==> src/rtl/ex_muldiv_unit_if.sv <==
// Issue/result handshake bundle between decode, the M-extension unit and writeback.
interface ex_muldiv_unit_if #(
   parameter int XLEN       = 64,
   parameter int REG_ADDR_W = 5
) ();
   logic                  InValid;
   logic                  InReady;
   logic [6:0]            OpCodeIn;
   logic [2:0]            Funct3In;
   logic [XLEN-1:0]       Rs1ReadDataIn;
   logic [XLEN-1:0]       Rs2ReadDataIn;
   logic [REG_ADDR_W-1:0] RdAddrIn;
   logic                  OutValid;
   logic                  OutReady;
   logic [XLEN-1:0]       RdWriteDataOut;
   logic [REG_ADDR_W-1:0] RdAddrOut;
   logic                  RdWriteEnableOut;
   logic                  BusyOut;

   modport slave (
      input  InValid, OpCodeIn, Funct3In, Rs1ReadDataIn, Rs2ReadDataIn, RdAddrIn, OutReady,
      output InReady, OutValid, RdWriteDataOut, RdAddrOut, RdWriteEnableOut, BusyOut
   );

   modport master (
      output InValid, OpCodeIn, Funct3In, Rs1ReadDataIn, Rs2ReadDataIn, RdAddrIn, OutReady,
      input  InReady, OutValid, RdWriteDataOut, RdAddrOut, RdWriteEnableOut, BusyOut
   );
endinterface

==> src/rtl/ex_muldiv_unit.sv <==
// Iterative RV64M multiply/divide unit: MSB-first shift-add multiply, restoring divide.
// state | meaning
// IDLE  | ready for a new op
// CALC  | one iteration per cycle, then a final sign fix-up/result-register cycle
// DONE  | result held until the consumer takes it
module ex_muldiv_unit #(
   parameter int XLEN       = 64,
   parameter int REG_ADDR_W = 5
) (
   input logic              Clk,
   input logic              RstN,
   input logic              FlushIn,
   ex_muldiv_unit_if.slave  bus
);

   localparam int CW = $clog2(XLEN);
   localparam logic [6:0]      OPC_W = 7'b0111011;
   localparam logic [XLEN-1:0] MIN_X = {1'b1, {(XLEN-1){1'b0}}};
   localparam logic [XLEN-1:0] MIN_W = ~XLEN'(32'h7fff_ffff);

   typedef enum logic [1:0] {IDLE, CALC, DONE} state_t;

   state_t                state_q, state_d;
   logic [CW-1:0]         cnt_q, cnt_d;
   logic                  fin_q, fin_d;
   logic                  spec_q, spec_d;
   logic                  w_q, w_d;
   logic [2:0]            f3_q, f3_d;
   logic                  neg_q, neg_d;
   logic                  neg_rem_q, neg_rem_d;
   logic [XLEN-1:0]       a_q, a_d;
   logic [XLEN-1:0]       b_q, b_d;
   logic [2*XLEN-1:0]     prod_q, prod_d;
   logic [XLEN-1:0]       quo_q, quo_d;
   logic [XLEN-1:0]       rem_q, rem_d;
   logic [XLEN-1:0]       res_q, res_d;
   logic [REG_ADDR_W-1:0] rd_q, rd_d;

   function automatic logic [XLEN-1:0] wfix(input logic [XLEN-1:0] v, input logic w);
      return w ? XLEN'($signed(v[31:0])) : v;
   endfunction

   logic            in_w, sgn_a, sgn_b, in_div, a_neg, b_neg, b_zero, ovf, special;
   logic [XLEN-1:0] a_ext, b_ext, a_mag, b_mag;

   always_comb begin
      in_w   = (bus.OpCodeIn == OPC_W) && (XLEN == 64);
      sgn_a  = (bus.Funct3In == 3'b001) || (bus.Funct3In == 3'b010) ||
               (bus.Funct3In == 3'b100) || (bus.Funct3In == 3'b110);
      sgn_b  = (bus.Funct3In == 3'b001) || (bus.Funct3In == 3'b100) ||
               (bus.Funct3In == 3'b110);
      in_div = bus.Funct3In[2];
      if (in_w) begin
         a_ext = sgn_a ? XLEN'($signed(bus.Rs1ReadDataIn[31:0])) : XLEN'(bus.Rs1ReadDataIn[31:0]);
         b_ext = sgn_b ? XLEN'($signed(bus.Rs2ReadDataIn[31:0])) : XLEN'(bus.Rs2ReadDataIn[31:0]);
      end else begin
         a_ext = bus.Rs1ReadDataIn;
         b_ext = bus.Rs2ReadDataIn;
      end
      a_neg   = sgn_a & a_ext[XLEN-1];
      b_neg   = sgn_b & b_ext[XLEN-1];
      a_mag   = a_neg ? -a_ext : a_ext;
      b_mag   = b_neg ? -b_ext : b_ext;
      b_zero  = (b_ext == '0);
      ovf     = in_div && !bus.Funct3In[0] && (a_ext == (in_w ? MIN_W : MIN_X)) && (b_ext == '1);
      special = in_div && (b_zero || ovf);
   end

   // Iteration datapath and final result select, both from registered state.
   logic [XLEN-1:0]   addend;
   logic [XLEN:0]     rem_sh;
   logic              ge;
   logic [2*XLEN-1:0] prod_s;
   logic [XLEN-1:0]   quo_s, rem_s, raw_res;

   always_comb begin
      addend = b_q[cnt_q] ? a_q : '0;
      rem_sh = {rem_q, a_q[cnt_q]};
      ge     = (rem_sh >= {1'b0, b_q});
      prod_s = neg_q ? -prod_q : prod_q;
      quo_s  = neg_q ? -quo_q : quo_q;
      rem_s  = neg_rem_q ? -rem_q : rem_q;
      if (f3_q[2])
         raw_res = f3_q[1] ? rem_s : quo_s;
      else if (f3_q[1:0] == 2'b00)
         raw_res = prod_s[XLEN-1:0];
      else
         raw_res = w_q ? XLEN'(prod_s >> 32) : prod_s[2*XLEN-1:XLEN];
   end

   always_comb begin
      state_d   = state_q;
      cnt_d     = cnt_q;
      fin_d     = fin_q;
      spec_d    = spec_q;
      w_d       = w_q;
      f3_d      = f3_q;
      neg_d     = neg_q;
      neg_rem_d = neg_rem_q;
      a_d       = a_q;
      b_d       = b_q;
      prod_d    = prod_q;
      quo_d     = quo_q;
      rem_d     = rem_q;
      res_d     = res_q;
      rd_d      = rd_q;
      if (FlushIn) begin
         state_d = IDLE;
         fin_d   = 1'b0;
         spec_d  = 1'b0;
      end else begin
         unique case (state_q)
            IDLE: begin
               if (bus.InValid) begin
                  w_d       = in_w;
                  f3_d      = bus.Funct3In;
                  rd_d      = bus.RdAddrIn;
                  a_d       = a_mag;
                  b_d       = b_mag;
                  neg_d     = a_neg ^ b_neg;
                  neg_rem_d = a_neg;
                  prod_d    = '0;
                  quo_d     = '0;
                  rem_d     = '0;
                  cnt_d     = in_w ? CW'(31) : CW'(XLEN-1);
                  fin_d     = special;
                  spec_d    = special;
                  state_d   = CALC;
                  // Divide-by-zero and signed overflow skip the iterations entirely.
                  if (in_div && b_zero)
                     res_d = wfix(bus.Funct3In[1] ? a_ext : '1, in_w);
                  else if (ovf)
                     res_d = wfix(bus.Funct3In[1] ? '0 : a_ext, in_w);
               end
            end
            CALC: begin
               if (fin_q) begin
                  if (!spec_q)
                     res_d = wfix(raw_res, w_q);
                  fin_d   = 1'b0;
                  state_d = DONE;
               end else begin
                  if (f3_q[2]) begin
                     rem_d = ge ? XLEN'(rem_sh - {1'b0, b_q}) : rem_sh[XLEN-1:0];
                     quo_d = (quo_q << 1) | XLEN'(ge);
                  end else begin
                     prod_d = (prod_q << 1) + {{XLEN{1'b0}}, addend};
                  end
                  if (cnt_q == '0)
                     fin_d = 1'b1;
                  else
                     cnt_d = cnt_q - CW'(1);
               end
            end
            DONE: begin
               if (bus.OutReady)
                  state_d = IDLE;
            end
            default: state_d = IDLE;
         endcase
      end
   end

   always_ff @(posedge Clk) begin
      if (!RstN) begin
         state_q   <= IDLE;
         cnt_q     <= '0;
         fin_q     <= 1'b0;
         spec_q    <= 1'b0;
         w_q       <= 1'b0;
         f3_q      <= '0;
         neg_q     <= 1'b0;
         neg_rem_q <= 1'b0;
         a_q       <= '0;
         b_q       <= '0;
         prod_q    <= '0;
         quo_q     <= '0;
         rem_q     <= '0;
         res_q     <= '0;
         rd_q      <= '0;
      end else begin
         state_q   <= state_d;
         cnt_q     <= cnt_d;
         fin_q     <= fin_d;
         spec_q    <= spec_d;
         w_q       <= w_d;
         f3_q      <= f3_d;
         neg_q     <= neg_d;
         neg_rem_q <= neg_rem_d;
         a_q       <= a_d;
         b_q       <= b_d;
         prod_q    <= prod_d;
         quo_q     <= quo_d;
         rem_q     <= rem_d;
         res_q     <= res_d;
         rd_q      <= rd_d;
      end
   end

   assign bus.InReady          = (state_q == IDLE);
   assign bus.OutValid         = (state_q == DONE);
   assign bus.BusyOut          = (state_q != IDLE);
   assign bus.RdWriteDataOut   = res_q;
   assign bus.RdAddrOut        = rd_q;
   assign bus.RdWriteEnableOut = (state_q == DONE) && (rd_q != '0);

endmodule

==> src/flat_wrapper.sv <==
// flat-port wrapper written by rule: the top's interface ports become plain ports
module ex_muldiv_unit_flat 
#(
   parameter int XLEN       = 64,
   parameter int REG_ADDR_W = 5
)
  (Clk, RstN, FlushIn, bus_InValid, bus_OpCodeIn, bus_Funct3In, bus_Rs1ReadDataIn, bus_Rs2ReadDataIn, bus_RdAddrIn, bus_OutReady, bus_InReady, bus_OutValid, bus_RdWriteDataOut, bus_RdAddrOut, bus_RdWriteEnableOut, bus_BusyOut);
  ex_muldiv_unit_if #(.XLEN(XLEN), .REG_ADDR_W(REG_ADDR_W)) bus_i ();
  input logic Clk;
  input logic RstN;
  input logic FlushIn;
  input wire logic [$bits(bus_i.InValid)-1:0] bus_InValid;
  input wire logic [$bits(bus_i.OpCodeIn)-1:0] bus_OpCodeIn;
  input wire logic [$bits(bus_i.Funct3In)-1:0] bus_Funct3In;
  input wire logic [$bits(bus_i.Rs1ReadDataIn)-1:0] bus_Rs1ReadDataIn;
  input wire logic [$bits(bus_i.Rs2ReadDataIn)-1:0] bus_Rs2ReadDataIn;
  input wire logic [$bits(bus_i.RdAddrIn)-1:0] bus_RdAddrIn;
  input wire logic [$bits(bus_i.OutReady)-1:0] bus_OutReady;
  output wire logic [$bits(bus_i.InReady)-1:0] bus_InReady;
  output wire logic [$bits(bus_i.OutValid)-1:0] bus_OutValid;
  output wire logic [$bits(bus_i.RdWriteDataOut)-1:0] bus_RdWriteDataOut;
  output wire logic [$bits(bus_i.RdAddrOut)-1:0] bus_RdAddrOut;
  output wire logic [$bits(bus_i.RdWriteEnableOut)-1:0] bus_RdWriteEnableOut;
  output wire logic [$bits(bus_i.BusyOut)-1:0] bus_BusyOut;
  assign bus_i.InValid = bus_InValid;
  assign bus_i.OpCodeIn = bus_OpCodeIn;
  assign bus_i.Funct3In = bus_Funct3In;
  assign bus_i.Rs1ReadDataIn = bus_Rs1ReadDataIn;
  assign bus_i.Rs2ReadDataIn = bus_Rs2ReadDataIn;
  assign bus_i.RdAddrIn = bus_RdAddrIn;
  assign bus_i.OutReady = bus_OutReady;
  assign bus_InReady = bus_i.InReady;
  assign bus_OutValid = bus_i.OutValid;
  assign bus_RdWriteDataOut = bus_i.RdWriteDataOut;
  assign bus_RdAddrOut = bus_i.RdAddrOut;
  assign bus_RdWriteEnableOut = bus_i.RdWriteEnableOut;
  assign bus_BusyOut = bus_i.BusyOut;
  ex_muldiv_unit #(.XLEN(XLEN), .REG_ADDR_W(REG_ADDR_W)) u_core (.Clk(Clk), .RstN(RstN), .FlushIn(FlushIn), .bus(bus_i));
endmodule
==> config.mk <==
export PLATFORM = sky130hd
export DESIGN_NAME = ex_muldiv_unit_flat
export DESIGN_NICKNAME = d
export VERILOG_FILES = /design/src/rtl/ex_muldiv_unit_if.sv /design/src/rtl/ex_muldiv_unit.sv /design/src/flat_wrapper.sv
export SDC_FILE = /design/constraint.sdc
export NUM_CORES = 2
export LEC_CHECK = 0
export ABC_CLOCK_PERIOD_IN_PS = 14900
export BUFFER_PORTS_ARGS = -buffer_cell sky130_fd_sc_hd__buf_4
export CAP_MARGIN = 10
export CORE_MARGIN = 5
export CORE_UTILIZATION = 45
export CTS_CLUSTER_SIZE = 30
export DETAILED_ROUTE_END_ITERATION = 7
export HOLD_SLACK_MARGIN = 0.02
export PLACE_DENSITY = 0.69
export SYNTH_ARGS = -nofsm -noshare
export SYNTH_HDL_FRONTEND = slang
export SYNTH_SLANG_ARGS = --single-unit
==> constraint.sdc <==
create_clock -name Clk -period 14.9 [get_ports Clk]
set_input_delay 4.47 -clock Clk [delete_from_list [all_inputs] [get_ports Clk]]
set_output_delay 4.47 -clock Clk [all_outputs]
set_load 0.02 [all_outputs]
# Yosys cells after proc, flatten, opt, wreduce, memory -nomap -nowiden
# Index checks and enable logic that the tools add are counted.
word_totals:
  register_bits: 469
  inputBits: 148
  output_inout_bits: 73
  word_cells: 133
classes:
  add_sub_neg: 8
  order_cmp: 2
  n_eq_ne: 18
  muxes: 55
  bitwise_logic: 6
  reduce_logical: 29
ops:
  columns: ["op", "n"]
  rows:
  - ["64-bit two-way mux", 29]
  - ["128-bit two-way mux", 4]
  - ["64-bit one-hot mux with 2 select lines", 3]
  - ["64-bit negation", 4]
  - ["128-bit one-hot mux with 2 select lines", 1]
  - ["128-bit by 64-bit adder with 128-bit output", 1]
  - ["128-bit negation", 1]
  - ["65-bit by 64-bit >= comparator with 1-bit output", 1]
  - ["64-bit == test", 1]
  - ["64-bit == test (second input constant)", 1]
  - ["64-bit logical NOT", 1]
  - ["64-bit by 1-bit OR with 64-bit output", 1]
  - ["64-bit subtractor", 1]
  - ["63-bit two-way mux", 1]
  - ["6-bit two-way mux", 4]
  - ["5-bit AND reduction", 3]
  - ["1-bit binary-select mux with 6-bit select", 2]
  - ["2-bit != test (second input constant)", 6]
  - ["6-bit one-hot mux with 2 select lines", 1]
  - ["7-bit by 6-bit == test with 1-bit output (second input constant)", 1]
  - ["6-bit by 7-bit < comparator with 1-bit output (second input constant)", 1]
  - ["3-bit == test (second input constant)", 2]
  - ["1-bit logical AND", 6]
  - ["6-bit logical NOT", 1]
  - ["23 further kinds", 41]

# Logic depth before layout (Yosys ltp)
logic_depth:
  ltp_word: 13
  mapped_depth: 20
  ltp_nobuf: 17

# Worst setup path after synthesis
# No wires, ideal clock.
synth_path:
  path_type: "input-to-reg"
  start: "in bus_Rs1ReadDataIn[14]"
  end: "reg u_core.res_q[32] (netlist: u_core.bus.RdWriteDataOut[32])"
  setup_time_ps: 118
  arrival_ps: 7400
  t_required_ps: 14782
  setup_slack_ps: 7383
  path_stages: 8
  path_buffers: 1
  cell_sequence: "or4_1 or3_1 or4b_2 clkbuf_1 o31ai_2 a21oi_1 or4_1 o2111a_1"
synth_between:
  elab_chain_len: 7
synth_lines:
  columns: ["element", "line_no", "rtl"]
  rows:
  - ["start, declared", "flat_wrapper.sv:15", "input wire logic [$bits(bus_i.Rs1ReadDataIn)-1:0] bus_Rs1ReadDataIn;"]
  - ["64-bit two-way mux", "ex_muldiv_unit.sv:54", "a_ext = sgn_a ? XLEN'($signed(bus.Rs1ReadDataIn[31:0])) : XLEN'(bus.Rs1ReadDataIn[31:0]);"]
  - ["64-bit two-way mux (*)", "ex_muldiv_unit.sv:53", "if (in_w) begin"]
  - ["64-bit == test (*)", "ex_muldiv_unit.sv:65", "ovf = in_div && !bus.Funct3In[0] && (a_ext == (in_w ? MIN_W : MIN_X)) && (b_ext == '1);"]
  - ["1-bit logical AND (*) (2 in a row)", "ex_muldiv_unit.sv:65", null]
  - ["3-bit by 1-bit != test with 1-bit output (no source line) (*)", null, null]
  - ["6-bit AND reduction (no source line) (*)", null, null]
  - ["end signal, assigned", "ex_muldiv_unit.sv:195", "res_q <= res_d;"]
  - ["end, declared", "ex_muldiv_unit.sv:36", "logic [XLEN-1:0] res_q, res_d;"]
# Mark *: on every way between the ends. The rest lies on a longest branch, timed or not.
# A chain may end at the register's enable or synchronous reset.

# Worst setup path in the final report
layout_path:
  start: "in bus_Funct3In[1]"
  end: "reg u_core.res_q[12] (netlist: u_core.bus.RdWriteDataOut[12])"
layout_between:
  elab_chain_len: 11
  word_cells_on_any_way: 29
  cone_classes: "eq/ne: 7; mux: 12; reduce/logical: 10"
layout_lines:
  columns: ["element", "line_no", "rtl"]
  rows:
  - ["start, declared", "flat_wrapper.sv:14", "input wire logic [$bits(bus_i.Funct3In)-1:0] bus_Funct3In;"]
  - ["3-bit by 1-bit == test with 1-bit output / 3-bit by 2-bit == test with 1-bit output (equally long branches)", "ex_muldiv_unit.sv:48, ex_muldiv_unit.sv:50", null]
  - ["1-bit logical OR (2 in a row)", "ex_muldiv_unit.sv:48", "sgn_a = (bus.Funct3In == 3'b001) || (bus.Funct3In == 3'b010) ||"]
  - ["1-bit logical OR", "ex_muldiv_unit.sv:49", "(bus.Funct3In == 3'b100) || (bus.Funct3In == 3'b110);"]
  - ["64-bit two-way mux", "ex_muldiv_unit.sv:54", null]
  - ["64-bit two-way mux", "ex_muldiv_unit.sv:53", null]
  - ["64-bit == test", "ex_muldiv_unit.sv:65", null]
  - ["1-bit logical AND (2 in a row)", "ex_muldiv_unit.sv:65", null]
  - ["3-bit by 1-bit != test with 1-bit output (no source line)", null, null]
  - ["6-bit AND reduction (no source line)", null, null]
# Parallel ways exist; a longest one is shown, timed or not. The select of a mux whose other input is x is not followed.

==> impl_metrics.toml <==
[clock_tree]
post-cts-setup-buffer-count = 0
clk-insertion-delay-late_ns = 0.66
cts_made_buffers = 55
post_cts_resized = 0
cts-htree-levels = 2
cts.path.max_buffers = 3
tritoncts = "done"
ctsHoldBuffers = 0
cts_sinks = 469
clockRootBuffer = "clkbuf_16"
clk_pin_slew_ns = 0.07

[drt]
post_drt_wl_per_cell_microns = 27.0
num_vias = 45000
via_per_inst = 6.66
ant_nets = 0
drc = 33
first_iter_violations = 6230
firstDrtPassIters = 8
wl_microns = 183000

[synth]
syn_inst = 5630
synth_top_area_share_pct = 23.0
ys_types = 103
synth_area_leaders = "dfxtp_1 23%, a21oi_1 6.0%, nand2_1 5.8%"
synthArstFlopShare_pct = 0
yosys_warnings = 0
synthesis.area_sq_um = 40800
postSynthNetCount = 5914
synth_area_leader_cell = "dfxtp_1"
synth_common_cells = "627 x nand2_1, 495 x nor2_1, 485 x a21oi_1"
syn_avg_cell_area_sq_um = 7.24
synth_seq_area_share_pct = 23.0
synth.most_common_cell = "nand2_1"
synth_seq_cells = 469
synth-edff-count = 0
synth_top_flop_cell = "dfxtp_1"

[sta]
period_share_pct = 55.3
finalSetupViolations = 0
hold_viol_final = 0
tightest_slew_ns = 1.37
rsz0062_at_grt = "no"
fmax_ghz = 0.121
clock_skew_ns = 0.0317
setup_tns_ns = 0
drv_slew = 0
whs_ns = 0.467
slew_headroom_pct = 6.52
final.min_clock_period_ns = 8.24

[global_route]
grtUsageTotal_pct = 35.3
grt_overflow = 0
grt_max_degree = 103
antenna_found_initial = 20
grt_pass1_vias = 40300
grt_first_pass_wirelength_microns = 266000

[critical_path]
worstReg2RegStart = "u_core.cnt_q[0]"
r2r_setup_slack_ns = 7.40
worstPathCellList = "buf_4 -> nor2_1 -> xnor2_1 -> nand2_1 -> a2111oi_0 -> o211ai_1 -> o31ai_2 -> a21o_2 -> buf_4 -> nand3_1 -> a2111oi_0 -> nor3_1"
path_delay_family = "compound AO/OA/AOI/OAI gates"
slowest_delay_ns = 0.63
critical_path.startpoint = "bus_Funct3In[1]"
cp_data_arrival_time_ns = 8.75
cp.buffers_inverters = 2
critPathMaxFanout = 69
worstReg2RegEnd = "u_core.prod_q[105]"
crit_type = "in2reg"
cp-start-kind = "input port"
end_kind = "flop"
crit_slowest_cell = "a2111oi_0"
r2r_cells = 16
crit_required_ns = 15.41

[die]
ios = 221
die_area_sq_um = 96700
fp.dieH_microns = 311
core_sq_um = 90000
fp.dieW_microns = 311
start_util_pct = 45.3
rows = 110

[cells_and_area]
nets = 5812
syn2layout_area_growth_pct = 9.75
drive_gt1_share_pct = 9.58
fillCellCount = 9017

[pwr]
peakVddDrop_v = 0.0000802
power_density_nw_per_um2 = 76.9
p_leak_nw = 17.4

[placed_design]
hpwl_microns = 141000
port_buffers = 220
gp_congestion = 1.07

[hold_path]
whs_endpoint = "u_core.b_q[61]"
hold_depth = 2
hold_path.class = "reg2reg"
holdCritStartpoint = "u_core.b_q[61]"

[run_status]
violations = "design-rule violations"
status = "finished, violations left"

[run]
maxCapViolCount = 0
## flip-flops by register name, indices dropped and copies added (netlist names)
name	count
u_core.a_q	64
u_core.b_q	64
u_core.bus.RdAddrOut	5
u_core.bus.RdWriteDataOut	64
u_core.cnt_q	6
u_core.f3_q	3
u_core.fin_q	1
u_core.neg_q	1
u_core.neg_rem_q	1
u_core.prod_q	128
u_core.quo_q	64
u_core.rem_q	64
u_core.spec_q	1
u_core.state_q	2
u_core.w_q	1
## tightest hold or removal path: stages, from the launching register on
cell and delay, ns:
dfxtp_1 0.32, nand2_1 0.05, a21oi_1 0.05
## stage by stage
step                      std cells  utilization, %  cell area [sq um]  setup slack [ns]  power [mW]
after floorplan                5630               -              40800              7.38        1.71
after global placement         6647            47.5              42700              6.38        1.94
after detailed placement       6647            47.5              42700              6.17        1.94
after CTS                      6750            49.7              44700              6.84        3.43
after global routing           6750            49.7              44700              6.50        3.53
final                          6762            49.7              44700              6.66        3.44
## layout make-up
type                            count  area (sq um)  area share (%)
Sequential cell                   469          9400            21.0
Inverter                          139           529            1.18
Clock inverter                     28           380           0.850
Timing Repair Buffer              289          2170            4.85
Multi-Input combinational cell   4574         29200            65.2
Antenna cell                       12          30.0          0.0671
Clock buffer                       75          1590            3.56
Tap cell                         1176          1470            3.29
## routing by layer
layer  part of all wire (%)  global-route usage [%]
met5                  0.038                       0
met4                    7.7                    20.8
met2                     42                    52.9
met3                     11                    8.72
met1                     39                    46.2
## power breakdown
group	internal (mW)	leakage, nW	switching [mW]
combinational	0.207	12.7	0.406
sequential	1.28	3.80	0.0432
clock	0.889	0.951	0.613
total	2.38	17.4	1.06
## kinds of logic after synthesis
family	synth area share, %
XOR/XNOR	10.3
multiplexers	3.26
AND/OR/NAND/NOR	24.1
flip-flops	23.0
AO/OA/AOI/OAI	28.5
buffers and inverters	5.68
adder cells (fa/ha/maj)	5.05
## layout by cell type (no fill, tap or decap), drive strengths merged, types with 89 or more instances in the layout
cell and n:
nor2 497, buf 289, a22oi 130, nand3 119
nor3 141, or3 108, dfxtp 469, o31ai 104
xor2 229, o21ai 464, xnor2 252, a211oi 131
inv 141, nand4 89, ha 134, nand2 627
and2 98, a21oi 485
## how the worst max path moves through the flow
stage                                    end  cells past startpoint  slack [ns]
6_report       u_core.bus.RdWriteDataOut[12]                     12        6.66
2_1_floorplan  u_core.bus.RdWriteDataOut[32]                      8        7.38
4_1_cts        u_core.bus.RdWriteDataOut[12]                     12        6.84
5_1_grt        u_core.bus.RdWriteDataOut[12]                     12        6.50
3_3_place_gp   u_core.bus.RdWriteDataOut[51]                     12        6.38
3_5_place_dp   u_core.bus.RdWriteDataOut[12]                     12        6.17
(Power assumes the default switching activity.)
